`src/rtl/startpage_fade_mixer.sv`:
```
// startpage_fade_mixer: palette lookup and alpha blend of the start page over the game layer, with frame-synchronous fade FSM
module startpage_fade_mixer #(
  parameter int FADE_STEP_FRAMES = 2,
  parameter int ALPHA_MAX        = 16
) (
  input  logic       Clk,
  input  logic       Reset_n,
  input  logic       startpage_exist,
  input  logic       frame_start,
  input  logic       blank,
  input  logic [7:0] game_r,
  input  logic [7:0] game_g,
  input  logic [7:0] game_b,
  input  logic [3:0] startpage_data,
  output logic [7:0] Red,
  output logic [7:0] Green,
  output logic [7:0] Blue,
  output logic       fade_busy,
  output logic       startpage_visible
);
  typedef enum logic [1:0] {HIDDEN, FADE_IN, SHOWN, FADE_OUT} state_t;
  localparam int CW = FADE_STEP_FRAMES > 1 ? $clog2(FADE_STEP_FRAMES) : 1;
  localparam logic [4:0] AMAX = 5'(ALPHA_MAX);
  localparam logic [CW-1:0] LAST = CW'(FADE_STEP_FRAMES - 1);
  localparam logic [23:0] PALETTE [16] = '{
    24'h000000, 24'hFFFFFF, 24'hFF0000, 24'h00FF00,
    24'h0000FF, 24'hFFFF00, 24'h00FFFF, 24'hFF00FF,
    24'h808080, 24'hC0C0C0, 24'h800000, 24'h008000,
    24'h000080, 24'hFFA500, 24'h402010, 24'h202040
  };
  state_t          r_state, w_state;
  logic [4:0]      r_alpha, w_alpha;
  logic [CW-1:0]   r_step, w_step;
  logic            w_last;
  logic            r_blank;
  logic [7:0]      r_gr, r_gg, r_gb;
  logic [23:0]     w_pal;
  function automatic logic [7:0] mix(input logic [7:0] sp, input logic [7:0] g, input logic [4:0] a);
    logic [11:0] s;
    s = 12'(sp) * 12'(a) + 12'(g) * 12'(AMAX - a);
    return s[11:4];
  endfunction
  always_comb begin
    w_state = r_state;
    w_alpha = r_alpha;
    w_step  = r_step;
    w_last  = r_step == LAST;
    if (frame_start) begin
      case (r_state)
        HIDDEN: begin
          w_alpha = '0;
          if (startpage_exist) begin
            w_state = FADE_IN;
            w_step  = '0;
          end
        end
        FADE_IN: begin
          if (!startpage_exist) begin
            w_state = FADE_OUT;
            w_step  = '0;
          end else if (w_last) begin
            w_step  = '0;
            w_alpha = r_alpha >= AMAX ? AMAX : r_alpha + 5'd1;
            w_state = w_alpha == AMAX ? SHOWN : FADE_IN;
          end else w_step = r_step + CW'(1);
        end
        SHOWN: begin
          w_alpha = AMAX;
          if (!startpage_exist) begin
            w_state = FADE_OUT;
            w_step  = '0;
          end
        end
        default: begin
          if (startpage_exist) begin
            w_state = FADE_IN;
            w_step  = '0;
          end else if (w_last) begin
            w_step  = '0;
            w_alpha = r_alpha == 5'd0 ? 5'd0 : r_alpha - 5'd1;
            w_state = w_alpha == 5'd0 ? HIDDEN : FADE_OUT;
          end else w_step = r_step + CW'(1);
        end
      endcase
    end
  end
  always_ff @(posedge Clk) begin
    if (!Reset_n) begin
      r_state           <= HIDDEN;
      r_alpha           <= '0;
      r_step            <= '0;
      fade_busy         <= 1'b0;
      startpage_visible <= 1'b0;
    end else begin
      r_state           <= w_state;
      r_alpha           <= w_alpha;
      r_step            <= w_step;
      fade_busy         <= w_state == FADE_IN || w_state == FADE_OUT;
      startpage_visible <= w_alpha != 5'd0;
    end
  end
  // stage A lines the game layer up with the one-cycle-late palette index
  assign w_pal = PALETTE[startpage_data];
  always_ff @(posedge Clk) begin
    if (!Reset_n) begin
      r_blank <= 1'b0;
      r_gr    <= '0;
      r_gg    <= '0;
      r_gb    <= '0;
      Red     <= '0;
      Green   <= '0;
      Blue    <= '0;
    end else begin
      r_blank <= blank;
      r_gr    <= game_r;
      r_gg    <= game_g;
      r_gb    <= game_b;
      Red     <= r_blank ? mix(w_pal[23:16], r_gr, r_alpha) : 8'd0;
      Green   <= r_blank ? mix(w_pal[15:8], r_gg, r_alpha) : 8'd0;
      Blue    <= r_blank ? mix(w_pal[7:0], r_gb, r_alpha) : 8'd0;
    end
  end
endmodule

```
`config.mk`:
```
export PLATFORM = sky130hd
export DESIGN_NAME = startpage_fade_mixer
export DESIGN_NICKNAME = d
export VERILOG_FILES = /design/src/rtl/startpage_fade_mixer.sv
export SDC_FILE = /design/constraint.sdc
export NUM_CORES = 1
export LEC_CHECK = 0
export ABC_AREA = 1
export CAP_MARGIN = 20
export CORE_MARGIN = 4
export CORE_UTILIZATION = 64
export CTS_BUF_LIST = sky130_fd_sc_hd__clkbuf_8
export DETAILED_ROUTE_END_ITERATION = 12
export GPL_TIMING_DRIVEN = 0
export PLACE_DENSITY_LB_ADDON = 0.05
export SETUP_SLACK_MARGIN = 0.2
export SLEW_MARGIN = 15
export SYNTH_ARGS = -nofsm -noshare
export SYNTH_HDL_FRONTEND = slang
export SYNTH_SLANG_ARGS = --single-unit
```
`constraint.sdc`:
```
create_clock -name Clk -period 6.7 [get_ports Clk]
set_input_delay 1.005 -clock Clk [delete_from_list [all_inputs] [get_ports Clk]]
set_output_delay 1.005 -clock Clk [all_outputs]
set_load 0.05 [all_outputs]
```
* Yosys cells after proc, flatten, opt, wreduce, memory -nomap -nowiden
Memory sizes are Yosys's and may differ from the RTL's.
Index checks and enable logic that the tools add are counted.
** Cells by class
- Muxes and demuxes :: 26
- $add $sub $neg :: 7
- Equality and inequality tests :: 7
- Magnitude comparators :: 2
- Shifts and indexed selects :: 0
- Multiply operators :: 6
- Reduce and logical (&&, ||, !) cells :: 7
- Div/mod/pow operators :: 0
- Bitwise operators :: 1
** Operator list (number)
- 24-bit 2-to-1 mux :: 2
- 12-bit adder :: 3
- 8-bit by 5-bit multiplier with 12-bit output :: 3
- 5-bit 2-to-1 mux :: 7
- 8-bit by 12-bit multiplier with 12-bit output :: 2
- 2-bit 2-to-1 mux :: 9
- 5-bit one-hot mux with 3 select lines :: 1
- 9-bit by 6-bit multiplier with 12-bit output :: 1
- 5-bit >= comparator (second input constant) :: 2
- 5-bit logical NOT :: 2
- 2-bit one-hot mux with 3 select lines :: 1
- 5-bit by 5-bit subtractor with 6-bit output (first input constant) :: 1
- 5-bit by 1-bit adder with 5-bit output (second input constant) :: 1
- 5-bit equality test (second input constant) :: 1
- 1-bit 2-to-1 mux :: 5
- 4-bit NOT with 5-bit output :: 1
- 5-bit nonzero test :: 1
- 5-bit by 1-bit subtractor with 5-bit output (second input constant) :: 1
- 2-bit by 1-bit equality test with 1-bit output (second input constant) :: 2
- 2-bit equality test (second input constant) :: 2
- 2-bit inequality test (second input constant) :: 2
- 1-bit one-hot mux with 3 select lines :: 1
- 3-bit AND reduction :: 1
- 2-bit logical NOT :: 1
- other kinds (3) :: 3
** Word-level totals
- Register bits :: 59
- Bits in writable memories :: 0
- ROM bits :: 384
- Output and inout bits :: 26
- Memories :: 1
- Word-level logic and storage cells :: 69
- Latch bits :: 0
- Bits of input ports :: 33
** Memories
- (no name shown) :: words 16, bits a word 24, read ports 1, clocked after memory_dff 0, write ports 0, line 103 : assign w_pal = PALETTE[startpage_data];

* Logic depth before layout (Yosys ltp)
- Depth in word-level cells :: 10
- Mapped depth :: 31
- Gate-level depth less buffers :: 30

* Worst setup path before layout
No wires, ideal clock.
- Path kind :: input port to flip-flop
- Start point :: in startpage_data[0]
- End point :: reg Green[7]
- Setup time :: 0.115 ns
- Data arrival time :: 5.611 ns
- Path slack :: 0.974 ns
- Data required time :: 6.585 ns
- Path buffers :: 0
- Stages on the path :: 29
- Cell sequence :: inv_1 > ha_1 > inv_1 > nand2_1 > nand2_2 > nor2_1 > inv_1 > o31ai_1 > inv_1 > nor2_1 > fa_1 > inv_1 > fa_1 > inv_1 > fa_1 > fa_1 > inv_1 > fa_1 > inv_1 > ha_1 > nand2_1 > inv_1 > nand3_1 > nor3_1 > nand4_1 > nand2_1 > inv_1 > a21oi_1 > nor2_1
** Between the ends
- Cells in the longest elaborated chain, start to end :: 6
** Ends and longest elaborated chain
- start, declared :: line 14 : input logic [3:0] startpage_data,
- 4-bit NOT with 5-bit output (not written as such) :: line 103
- memory 16 x 24 bit
- 24-bit 2-to-1 mux (not written as such) (2 in a row) :: line 103
- 8-bit by 5-bit multiplier with 12-bit output :: line 40 : s = 12'(sp) * 12'(a) + 12'(g) * 12'(AMAX - a);
- 12-bit adder :: line 40
- end signal, assigned :: line 119 : Green <= r_blank ? mix(w_pal[15:8], r_gg, r_alpha) : 8'd0;
- end, declared :: line 16 : output logic [7:0] Green,
Every way passes these cells. The select of a mux whose other input is x is not followed.
A chain may end at the register's enable or synchronous reset.

* Final worst setup path
- Start point :: reg r_alpha[0]
- End point :: reg Blue[7]
** Between the ends
- Cells in the longest elaborated chain, start to end :: 3
- Elaborated cells between the ends (all ways) :: 4
- Those cells by class :: add/sub (2); mul (2)
** Ends and longest elaborated chain
- start, declared :: line 32 : logic [4:0] r_alpha, w_alpha;
- start signal, assigned :: line 96 : r_alpha <= w_alpha;
- 5-bit by 5-bit subtractor with 6-bit output :: line 40
- 9-bit by 6-bit multiplier with 12-bit output :: line 40
- 12-bit adder * :: line 40
- end signal, assigned :: line 120 : Blue <= r_blank ? mix(w_pal[7:0], r_gb, r_alpha) : 8'd0;
- end, declared :: line 17 : output logic [7:0] Blue,
Mark *: on every way between the ends. The rest lies on a longest branch, timed or not.

==> impl_metrics.env <==
export IMPL_outcome="finished, final reports clean"
export IMPL_cts_buffer_depth=2
export IMPL_port_buffers=54
export IMPL_fin_nets=1917
export IMPL_grt_use_total=0.296
export IMPL_worstPathArrival_ns=6.56
export IMPL_clk_pin_slew_ns=0.08
export IMPL_leakagePower_uw=0.00691
export IMPL_slowest_delay_ns=0.63
export IMPL_die_area_um2=19700
export IMPL_irDropWorstVdd_mv=0.0900
export IMPL_drt_iter0_markers=782
export IMPL_start_util=0.649
export IMPL_fin_cells=1819
export IMPL_layout_drive_gt1_share=0.0514
export IMPL_die_h_um=140
export IMPL_finalClockSkew_ns=0.0140
export IMPL_syn_cell_area_um2=11200
export IMPL_netlist_top_cells_area="fa_1 34%, inv_1 15%, ha_1 12%, nand2_1 11%, dfxtp_1 10%"
export IMPL_seq_area_frac_synth=0.104
export IMPL_path_depth=26
export IMPL_io_pins=59
export IMPL_synth_area_leader_cell="fa_1"
export IMPL_use_met2=0.486
export IMPL_grt_pass1_vias=9435
export IMPL_first_pass_iters=6
export IMPL_drc_errors=0
export IMPL_slew_headroom=0.439
export IMPL_insertion_delay_ns=0.38
export IMPL_cts_root_buf="clkbuf_8"
export IMPL_yosysMostFrequentCell="inv_1"
export IMPL_maxCapViolCount=0
export IMPL_crit_slowest_cell="clkbuf_1"
export IMPL_ys_seq_elements=58
export IMPL_routed_via_density=5.10
export IMPL_period_share=0.934
export IMPL_antenna_found_initial=0
export IMPL_placed_cell_area_um2=12000
export IMPL_max_freq_mhz=160
export IMPL_power_density_nw_per_um2=117
export IMPL_path_class="reg -> reg"
export IMPL_cts_buffers=9
export IMPL_critical_path_top_delay_family="adder cells"
export IMPL_dp_cells=1802
export IMPL_tritoncts="done"
export IMPL_core_area_um2=17200
export IMPL_vias=9276
export IMPL_endpoint_kind="flop"
export IMPL_cpMostUsedCell="inv_1"
export IMPL_gp_congestion=0.935
export IMPL_area_delta_synth_final_pct=9.62
export IMPL_crit_fanout=10
export IMPL_hold_path_depth=2
export IMPL_nFillCells=1480
export IMPL_ys_flop_type="dfxtp_1"
export IMPL_dp_hpwl_um=22800
export IMPL_cts_htree_levels=3
export IMPL_syn_nets=1851
export IMPL_hp_class="reg -> reg"
export IMPL_grt_max_degree=11
export IMPL_yosysUniqueCellTypes=43
export IMPL_fin_crit_ns=6.25
export IMPL_ant_nets=0
export IMPL_tightest_slew_ns=0.842
export IMPL_synth_edf_count=0
export IMPL_hold_buffers=0
export IMPL_met1_usage=0.409
export IMPL_synth_area_per_cell_um2=7.35
export IMPL_hold_viol_final=0
export IMPL_top_usage_layer="met2"
export IMPL_syn_instance_count=1523
export IMPL_clock_sinks=58
export IMPL_grt_pass1_wl_um=46300
export IMPL_holdWs_ns=0.535
export IMPL_routedWlPerCell_um=15.0
export IMPL_setup_violations=0
export IMPL_drt_total_wl_um=27200
export IMPL_r2r_cells=26
export IMPL_rsz0062_at_grt="no"
export IMPL_ys_warn_count=0
export IMPL_drv_slew=0
export IMPL_num_rows=48
export IMPL_die_width_um=140
export IMPL_stdcell_area_um2=12300
export IMPL_startpoint_type="flop"
export IMPL_synth_top_cell_area_share=0.336
export IMPL_total_power_uw=1430
export IMPL_gr_total_overflow=0
export IMPL_met3_usage=0.0519
export IMPL_crit_buf_inv=10
export IMPL_critical_path_required_ns=7.00
export IMPL_netlist_top_cells_count="452 x inv_1, 335 x nand2_1, 188 x fa_1"
export IMPL_antenna_cells=0
export IMPL_synthArstFlopShare=0
==> stage by stage <==
step	setup TNS (ns)	util	setup WS [ns]
finish	0	0.712	0.445
global route	0	0.712	0.211
CTS	0	0.709	0.204
global placement	-0.748	0.697	-0.267
detailed placement	-1.00	0.697	-0.288
floorplan	0	-	0.974
==> state kept, by name, summed over array words and instances (netlist names), named ones only <==
signal             cells
r_blank                1
startpage_visible      1
Red                    8
r_step                 1
r_alpha                5
r_state                1
Green                  8
r_gb                   8
Blue                   8
r_gg                   8
r_gr                   8
==> worst min-delay path: cells and delay by family (launching register included) <==
kind	cells	cell delay [ns]
compound gates	1	0.05
flops	1	0.36
simple gates	1	0.08
==> layout by cell type, fill, tap and decap left out, types with 3 or more instances in the layout <==
| master | Yosys | routed |
|---|---|---|
| buf_4 | 3 | 4 |
| clkbuf_1 | 19 | 16 |
| nand3_2 | 5 | 5 |
| nor3_1 | 4 | 4 |
| clkbuf_2 | 0 | 4 |
| clkinvlp_4 | 0 | 3 |
| nand2_4 | 3 | 3 |
| inv_1 | 452 | 452 |
| nand2_1 | 335 | 335 |
| xnor2_1 | 5 | 4 |
| clkdlybuf4s50_1 | 0 | 52 |
| clkbuf_8 | 0 | 9 |
| nand2_2 | 14 | 14 |
| buf_2 | 7 | 6 |
| buf_6 | 3 | 5 |
| dfxtp_1 | 58 | 57 |
| inv_2 | 4 | 3 |
| a21o_1 | 4 | 4 |
| nand3_1 | 52 | 52 |
| fa_1 | 188 | 188 |
| a21oi_1 | 47 | 45 |
| nand4_1 | 12 | 12 |
| nor2_1 | 143 | 139 |
| xor2_1 | 6 | 6 |
| o21ai_0 | 25 | 25 |
| ha_1 | 107 | 105 |
| nor2_2 | 1 | 5 |
==> path summary, 6_finish.rpt <==
check | startpoint | to | slack [ns]
worst min register to register | r_step$_SDFFE_PN0P_ | r_step$_SDFFE_PN0P_ | 0.54
worst max register to register | r_alpha[0]$_SDFF_PN0_ | Blue[7]$_SDFF_PN0_ | 0.45
worst min-delay path | r_step$_SDFFE_PN0P_ | r_step$_SDFFE_PN0P_ | 0.54
worst max-delay path | r_alpha[0]$_SDFF_PN0_ | Blue[7]$_SDFF_PN0_ | 0.45
==> power by group <==
group	total [uW]	switching (uW)	internal (uW)	leakage, uW
Combinational	706	453	252	0.00633
Clock	340	172	168	0.0000976
Sequential	384	18.6	365	0.000478
==> cells by family (layout without fill, tap and decap cells) <==
| family | after synthesis | count (layout) | share of synthesized area |
|---|---|---|---|
| flops | 58 | 58 | 0.104 |
| xor+xnor | 11 | 11 | 0.00861 |
| fa+ha+maj | 295 | 295 | 0.456 |
| simple gates | 579 | 579 | 0.218 |
| compound gates | 89 | 89 | 0.0446 |
| buf+inv | 491 | 562 | 0.169 |
==> final cells by class <==
type / count / area, um^2 / area share
Buffer: 34 / 188 / 0.0153
Sequential cell: 58 / 1160 / 0.0948
Multi-Input combinational cell: 974 / 8170 / 0.666
Timing Repair Buffer: 55 / 546 / 0.0445
Inverter: 457 / 1730 / 0.141
Clock inverter: 7 / 62.6 / 0.00510
Clock buffer: 9 / 124 / 0.0101
Tap cell: 225 / 282 / 0.0230
==> timing repair <==
item | 4_1_cts | 5_1_grt
pin swaps | 0 | 0
setup endpoints to repair | 12 | 14
gates resized for setup | 5 | 26
buffers inserted | 1 | 0
==> per-layer routing <==
metal | wire, um | share of wire
met2 | 12600 | 0.46
met5 | 0 | 0
met3 | 1980 | 0.073
met1 | 12100 | 0.44
met4 | 627 | 0.023
Power figures use the tool's default switching activity.
